**src/rtl/sig_dump_pkg.sv**
```systemverilog
// +--------------------------------------------------------------------------+
// | sig_dump_pkg                                                             |
// | Shared state encoding and default magic addresses for sig_dump_ctrl.     |
// | Revision: 1.0                                                            |
// +--------------------------------------------------------------------------+
`default_nettype none

package sig_dump_pkg;

    typedef enum logic [2:0] {
        IDLE = 3'd0,
        RD   = 3'd1,
        WAIT = 3'd2,
        OUT  = 3'd3,
        CKS  = 3'd4,
        DONE = 3'd5
    } state_t;

    localparam logic [31:0] C_SIG_BEGIN_ADDR = 32'h0000_0508;
    localparam logic [31:0] C_SIG_END_ADDR   = 32'h0000_050c;
    localparam logic [31:0] C_HALT_ADDR      = 32'h0000_0600;
    localparam logic [31:0] C_DRAM_BASE      = 32'h4000_0000;
    localparam int          C_DRAM_AW        = 12;

    function automatic logic [31:0] word_align(input logic [31:0] a);
        return {a[31:2], 2'b00};
    endfunction

endpackage

`default_nettype wire

```
**src/rtl/sig_dump_ctrl.sv**
```systemverilog
// +--------------------------------------------------------------------------+
// | sig_dump_ctrl                                                            |
// | Snoops signature begin/end/halt writes, then streams the DRAM signature  |
// | window on a valid/ready port. Define SIG_CHECKSUM_EN to append a         |
// | 32-bit wrapping checksum word after the data.                            |
// | Revision: 1.0                                                            |
// +--------------------------------------------------------------------------+
`default_nettype none

module sig_dump_ctrl
    import sig_dump_pkg::*;
#(
    parameter logic [31:0] SIG_BEGIN_ADDR = C_SIG_BEGIN_ADDR,
    parameter logic [31:0] SIG_END_ADDR   = C_SIG_END_ADDR,
    parameter logic [31:0] HALT_ADDR      = C_HALT_ADDR,
    parameter logic [31:0] DRAM_BASE      = C_DRAM_BASE,
    parameter int          DRAM_AW        = C_DRAM_AW
) (
    input  logic               clk,
    input  logic               rst_n,
    input  logic               dram_we,
    input  logic [31:0]        dram_addr,
    input  logic [31:0]        dram_wdat,
    output logic               core_halt,
    output logic               rd_en,
    output logic [DRAM_AW-1:0] rd_addr,
    input  logic [31:0]        rd_dat,
    output logic               sig_valid,
    output logic [31:0]        sig_data,
    input  logic               sig_ready,
    output logic               sig_last,
    output logic               dump_done
);

    state_t      r_state;
    logic [31:0] r_beg;
    logic [31:0] r_end;
    logic [31:0] r_ptr;
    logic        r_final;
`ifdef SIG_CHECKSUM_EN
    logic [31:0] r_sum;
    logic        r_cks_word;
`endif

    logic        w_begin_hit;
    logic        w_end_hit;
    logic        w_halt_hit;
    logic [32:0] w_ptr_inc;
    logic        w_last;
    logic [31:0] w_rd_src;
    logic [31:0] w_rd_off;
    logic        w_unused_bits;

    assign w_begin_hit = dram_we && (dram_addr == SIG_BEGIN_ADDR);
    assign w_end_hit   = dram_we && (dram_addr == SIG_END_ADDR);
    assign w_halt_hit  = dram_we && (dram_addr == HALT_ADDR);

    // A carry out of ptr+4 means the address space wrapped: treat as last.
    assign w_ptr_inc = {1'b0, r_ptr} + 33'd4;
    assign w_last    = w_ptr_inc[32] || (w_ptr_inc[31:0] >= r_end);

    // The next read address is either the window start or the advanced pointer.
    assign w_rd_src = (r_state == IDLE) ? r_beg : w_ptr_inc[31:0];
    assign w_rd_off = w_rd_src - DRAM_BASE;

    assign w_unused_bits = ^{w_rd_off[31:DRAM_AW+2], w_rd_off[1:0], dram_wdat[1:0]};

    always_ff @(posedge clk or negedge rst_n) begin
        if (!rst_n) begin
            r_state    <= IDLE;
            r_beg      <= '0;
            r_end      <= '0;
            r_ptr      <= '0;
            r_final    <= 1'b0;
            core_halt  <= 1'b0;
            rd_en      <= 1'b0;
            rd_addr    <= '0;
            sig_valid  <= 1'b0;
            sig_data   <= '0;
            sig_last   <= 1'b0;
            dump_done  <= 1'b0;
`ifdef SIG_CHECKSUM_EN
            r_sum      <= '0;
            r_cks_word <= 1'b0;
`endif
        end else begin
            case (r_state)
                IDLE: begin
                    if (w_begin_hit) begin
                        r_beg <= word_align(dram_wdat);
                    end
                    if (w_end_hit) begin
                        r_end <= word_align(dram_wdat);
                    end
                    if (w_halt_hit) begin
                        core_halt <= 1'b1;
                        r_ptr     <= r_beg;
`ifdef SIG_CHECKSUM_EN
                        r_sum      <= '0;
                        r_cks_word <= 1'b0;
`endif
                        if (r_end <= r_beg) begin
`ifdef SIG_CHECKSUM_EN
                            r_state   <= CKS;
`else
                            r_state   <= DONE;
                            dump_done <= 1'b1;
`endif
                        end else begin
                            r_state <= RD;
                            rd_en   <= 1'b1;
                            rd_addr <= w_rd_off[DRAM_AW+1:2];
                        end
                    end
                end

                RD: begin
                    rd_en   <= 1'b0;
                    r_state <= WAIT;
                end

                WAIT: begin
                    sig_data  <= rd_dat;
                    sig_valid <= 1'b1;
                    r_final   <= w_last;
`ifdef SIG_CHECKSUM_EN
                    sig_last  <= 1'b0;
                    r_sum     <= r_sum + rd_dat;
`else
                    sig_last  <= w_last;
`endif
                    r_state   <= OUT;
                end

                OUT: begin
                    if (sig_ready) begin
                        sig_valid <= 1'b0;
                        r_ptr     <= w_ptr_inc[31:0];
`ifdef SIG_CHECKSUM_EN
                        if (r_cks_word) begin
                            r_state   <= DONE;
                            dump_done <= 1'b1;
                        end else if (r_final) begin
                            r_state <= CKS;
                        end else begin
                            r_state <= RD;
                            rd_en   <= 1'b1;
                            rd_addr <= w_rd_off[DRAM_AW+1:2];
                        end
`else
                        if (r_final) begin
                            r_state   <= DONE;
                            dump_done <= 1'b1;
                        end else begin
                            r_state <= RD;
                            rd_en   <= 1'b1;
                            rd_addr <= w_rd_off[DRAM_AW+1:2];
                        end
`endif
                    end
                end

`ifdef SIG_CHECKSUM_EN
                CKS: begin
                    sig_data   <= r_sum;
                    sig_valid  <= 1'b1;
                    sig_last   <= 1'b1;
                    r_cks_word <= 1'b1;
                    r_state    <= OUT;
                end
`endif

                DONE: begin
                    core_halt <= 1'b1;
                    dump_done <= 1'b1;
                end

                default: begin
                    r_state <= IDLE;
                end
            endcase
        end
    end

endmodule

`default_nettype wire
```
**config.mk**
```make
export PLATFORM = sky130hd
export DESIGN_NAME = sig_dump_ctrl
export DESIGN_NICKNAME = d
export VERILOG_FILES = /design/src/rtl/sig_dump_pkg.sv /design/src/rtl/sig_dump_ctrl.sv
export SDC_FILE = /design/constraint.sdc
export NUM_CORES = 1
export LEC_CHECK = 0
export CORE_UTILIZATION = 48
export CTS_BUF_LIST = sky130_fd_sc_hd__clkbuf_16
export DETAILED_ROUTE_END_ITERATION = 16
export PLACE_DENSITY = 0.77
export SYNTH_ARGS = -nofsm -noshare
export SYNTH_HDL_FRONTEND = slang
export SYNTH_SLANG_ARGS = --single-unit
```
**constraint.sdc**
```tcl
create_clock -name clk -period 3.17 [get_ports clk]
set_input_delay 0.634 -clock clk [delete_from_list [all_inputs] [get_ports clk]]
set_output_delay 0.634 -clock clk [all_outputs]
set_load 0.02 [all_outputs]
```
### Word-level counts from Yosys, hierarchy flattened

Cells that the tools add are included.
W data, S select, Z words.

* $add $sub $neg: 2
* $lt $le $gt $ge: 2
* equality and inequality tests: 13
* multiplexer cells: 28
* bitwise logic cells: 1
* reduce and logical (&&, ||, !) cells: 19

Operators by type and width (count)
* $eq A32 B11 Y1 const B: 3
* $mux W32: 2
* $pmux W32 S2: 1
* $mux W12: 4
* $add A32 B3 Y33 const B: 1
* $ge A32 B32 Y1: 1
* $le A32 B32 Y1: 1
* $pmux W12 S2: 1
* $pmux W3 S5: 1
* $reduce_and A5 Y1: 3
* $mux W14: 1
* $sub A14 B1 Y14 const B: 1
* $mux W3: 4
* $mux W1: 10
* $ne A2 B2 Y1 const B: 5
* $reduce_and A2 Y1: 4
* $eq A3 B2 Y1 const B: 2
* $pmux W1 S3: 2
* $reduce_and A3 Y1: 2
* $reduce_bool A2 Y1: 3
* $reduce_bool A3 Y1: 2
* $pmux W1 S2: 2
* $eq A3 B1 Y1 const B: 1
* $eq A3 B3 Y1 const B: 1
* 5 further kinds: 7

* register bits after elaboration: 144
* output and inout bits: 49

### Logic depth before layout (Yosys ltp)

* word-level depth: 6
* gate-level depth with buffers: 15
* gate-level depth less buffers: 14

### Least setup slack after synthesis

Ideal clock, no wire load.

* kind: register -> register
* from: register r_ptr[2]
* to: register r_final
* arrival: 2873 ps
* required time: 3044 ps
* setup slack: 171 ps
* cell stages (with the launch flop): 14
* buffers on the path: 1
* clock period less this slack: 2999 ps
* path through: dfrtp_1 > ha_1 > nand4_4 > or4_4 > buf_6 > nor3_4 > xor2_2 > ha_1 > a21o_1 > a21oi_1 > o2111ai_1 > a41o_1 > a21oi_1 > a21oi_1

* word-level cells in the longest chain between the ends: 3

RTL lines
* start: declaration: line sig_dump_ctrl.sv:38 `logic [31:0] r_ptr;`
* start signal: assignment: line sig_dump_ctrl.sv:97 `r_ptr <= r_beg;`
* start signal: assignment: line sig_dump_ctrl.sv:138 `r_ptr <= w_ptr_inc[31:0];`
* $add A32 B3 Y33 *: line sig_dump_ctrl.sv:59 `assign w_ptr_inc = {1'b0, r_ptr} + 33'd4;`
* $ge A32 B32 Y1: line sig_dump_ctrl.sv:60 `assign w_last = w_ptr_inc[32] || (w_ptr_inc[31:0] >= r_end);`
* $logic_or A1 B1 Y1 *: line sig_dump_ctrl.sv:60
* end signal: assignment: line sig_dump_ctrl.sv:125 `r_final <= w_last;`
* end: declaration: line sig_dump_ctrl.sv:39 `logic r_final;`

Mark *: on every way between the ends. The rest lies on a longest branch, timed or not.
A chain may end at the register's enable or synchronous reset.

### Worst setup path in the final report

* from: register r_ptr[4]
* to: register r_final

The elaborated chain is that of the path after synthesis.

==> flow_summary_export.csv <==
group,metric,value,unit
outcome,status,"complete, no violations",
synthesis,synth_edf_count,0,
detailed_routing,drt_wl_total,19900,um
synthesis,synthArstFlopShare,1.00,
min_path,hold_class,"in -> async",
clocking,cts_sinks,142,
synthesis,yosysTopAreaCell,"dfrtp_1",
floorplan,rows,46,
critical_path,rr_endpoint,"r_final",
sta,final_hold_viol_count,0,
clocking,htree_levels,4,
detailed_routing,first_pass_iters,5,
synthesis,seq_area_frac_synth,0.446,
sta,setup_viol,0,
synthesis,ys_ff_latch,142,
critical_path,endpoint,"r_final",
critical_path,critical_path.max_fanout,6,
global_route,track_usage,0.245,
critical_path,critPathKind,"reg -> reg",
critical_path,crit_top_cell,"a21o_1",
clocking,cts-buffers-inserted,17,
place,gp_congestion,0.862,
global_route,antenna_found_initial,0,
sta,timing.final.crit_share,0.955,
sta,relSlewSlack,0.568,
critical_path,end_kind,"flip-flop",
place,portBuffers,146,
critical_path,required,3.47,ns
synthesis,synth_flop_cell,"dfrtp_1",
clocking,clk_pin_slew_worst_paths,0.06,ns
clocking,cts_tree,"built",
global_route,grt_pass1_vias,6832,
floorplan,die-area,17100,um2
clocking,clock_latency,0.43,ns
place,placedCellCount,1220,
cells_and_area,final_design_area_no_fill,10500,um2
synthesis,synth_top_area_frac,0.446,
synthesis,synth_fp_nets,1023,
cells_and_area,area_growth_syn_to_layout,32.4,%
synthesis,synth_cell_type_count,59,
detailed_routing,initialDrtViolationCount,401,
cells_and_area,nets,1187,
clocking,clockRootBuffer,"clkbuf_16",
floorplan,initial_core_util,0.496,
synthesis,synth_area_leaders,"dfrtp_1 (45%), ha_1 (9.7%), o21ai_0 (6.5%), mux2_2 (6.1%), nand2_1 (5.4%)",
clocking,clockBufferDepth,2,
cells_and_area,postLayoutCoreUtil,0.657,
sta,setup_tns,0,ns
critical_path,r2r_cells,13,
place,place_ws,0.110,ns
detailed_routing,vias,6819,
sta,hold_slack,0.221,ns
synthesis,synthesis.area,7970,um2
cells_and_area,final_layout_size_suffix_gt1_frac,0.128,
synthesis,ys_warn_count,0,
floorplan,die_h,131,um
sta,slew_violations,0,
power,power.leakage,4.87,nW
global_route,grt_first_pass_wirelength,32200,um
global_route,overflow,0,
synthesis,syn_area_per_cell,9.25,um2
sta,clock_skew,0.00630,ns
floorplan,ios,149,
critical_path,slowest_delay,0.41,ns
floorplan,die_w,131,um
place,dp_hpwl,14200,um
sta,setup_ws,0.141,ns
clocking,cts_hold_buf,0,
critical_path,r2r_slack,0.14,ns
detailed_routing,drc,0,
power,total_power,8.64,mW
critical_path,critPathTopFamily,"compound AO/OA/AOI/OAI gates",
synthesis,syn_inst,861,
cells_and_area,antenna_cells,0,
critical_path,cp.depth,13,
power,power_density,819,nW/um2
critical_path,slowest_stage,"dfrtp_1",
critical_path,crit_chain,"and3_1 > buf_4 > and2_1 > nand4_1 > xnor2_1 > ha_1 > a21o_1 > a21o_1 > a211oi_1 > o21bai_1 > a21o_1 > a21oi_1 > a21oi_1",
run,max-cap-violations,0,
detailed_routing,wl_per_cell,15.9,um
detailed_routing,postRouteAntennaNets,0,
sta,min_period,3.03,ns
critical_path,worst_setup_path_start_kind,"flip-flop",
critical_path,path_buf_inv,1,
power,vdd_drop_max,0.000578,V
detailed_routing,via_per_inst,5.44,
critical_path,arrival,3.33,ns
cells_and_area,stdcell_count,1254,
global_route,grt_max_degree,69,
critical_path,crit_path_start,"r_ptr[4]",
critical_path,reg2reg_from,"r_ptr[4]",
sta,worstMarginPinSlew,0.648,ns
place,dpl-instance-area,9870,um2
floorplan,core,16100,um2
sta,fmax,0.330,GHz
[synthesized netlist by cell type (2+ instances only)]
| cell type | n |
|---|---|
| nand2b_1 | 3 |
| or3_1 | 2 |
| dfrtp_1 | 142 |
| mux2_2 | 43 |
| buf_2 | 5 |
| nand2_1 | 114 |
| ha_1 | 62 |
| and3_1 | 11 |
| o2111ai_1 | 2 |
| o22ai_1 | 7 |
| clkbuf_1 | 34 |
| nand4_1 | 16 |
| a2111oi_0 | 2 |
| and2_1 | 5 |
| and4_1 | 5 |
| inv_1 | 74 |
| or2_2 | 2 |
| xnor2_1 | 17 |
| o21bai_1 | 2 |
| a22oi_1 | 8 |
| nor4_1 | 6 |
| o2bb2ai_1 | 2 |
| mux2i_1 | 5 |
| nor4b_1 | 4 |
| a21o_1 | 8 |
| a21oi_1 | 61 |
| nor2b_1 | 3 |
| o21ai_0 | 104 |
| nor3_1 | 10 |
| nand3_1 | 12 |
| nor2_1 | 54 |
| xor2_1 | 9 |
[flip-flops by register name (all words and copies together), names as in the netlist]
name / flops
core_halt: 1
r_end: 30
rd_en: 1
r_ptr: 30
r_state: 3
sig_valid: 1
rd_addr: 12
r_final: 1
sig_data: 32
dump_done: 1
r_beg: 30
[worst min-delay path by stage]
stage               startpoint            to  slack (ns)  depth (start not counted)
floorplan                rst_n     core_halt        0.34                          0
global placement     dump_done     dump_done        0.46                          1
detailed placement   dump_done     dump_done        0.46                          1
CTS                      rst_n   sig_data[1]        0.24                          1
global route             rst_n  sig_data[11]        0.28                          1
finish                   rst_n  sig_data[11]        0.22                          1
[layout make-up]
type                            instances  area, um2
Inverter                               74        278
Clock buffer                           17        425
Fill cell                            1260       5510
Timing Repair Buffer                  186       1810
Sequential cell                       142       3550
Clock inverter                         15        210
Tap cell                              216        270
Multi-Input combinational cell        604       4000
[cell families (layout without fill, tap and decap cells)]
kind of cell,after synthesis,in the layout,synth area share
buf+inv,115,292,0.0559
simple gates,254,254,0.151
fa+ha+maj,62,62,0.0974
compound gates,212,212,0.150
mux,48,48,0.0671
xor+xnor,28,28,0.0327
flops,142,142,0.446
[where the power goes]
group          internal, mW  switching, mW  total (mW)
logic                  1.84           1.94        3.78
clock network          1.33          0.821        2.15
registers              2.33          0.383        2.72
[cell usage in the layout, fill, tap and decap left out, drive strengths merged, types with 4 or more instances in the layout]
cell and n:
clkdlybuf4s50 145, dfrtp 142, nand2 114, o21ai 106, inv 78, ha 62
a21oi 61, nor2 54, mux2 43, buf 41, xnor2 18, clkbuf 17
nand4 17, nand3 12, and3 11, nor3 11, xor2 10, a22oi 8
a21o 8, o22ai 7, nor4 6, and4 6, and2 5, mux2i 5
clkinv 5, nor4b 4, bufinv 4
[timing repair]
item,in CTS,in global routing
resized for setup,0,8
endpoints found under the setup margin,0,1
setup buffers,0,2
[layer usage]
metal	GRT usage	wire length (um)	vias to the layer above
met5	0	0	-
met4	0.0960	464	0
met3	0.0664	1480	37
met2	0.417	9500	242
met1	0.295	8490	3232
li1	-	-	3308
Note: power is estimated with default switching activity, not from simulation.
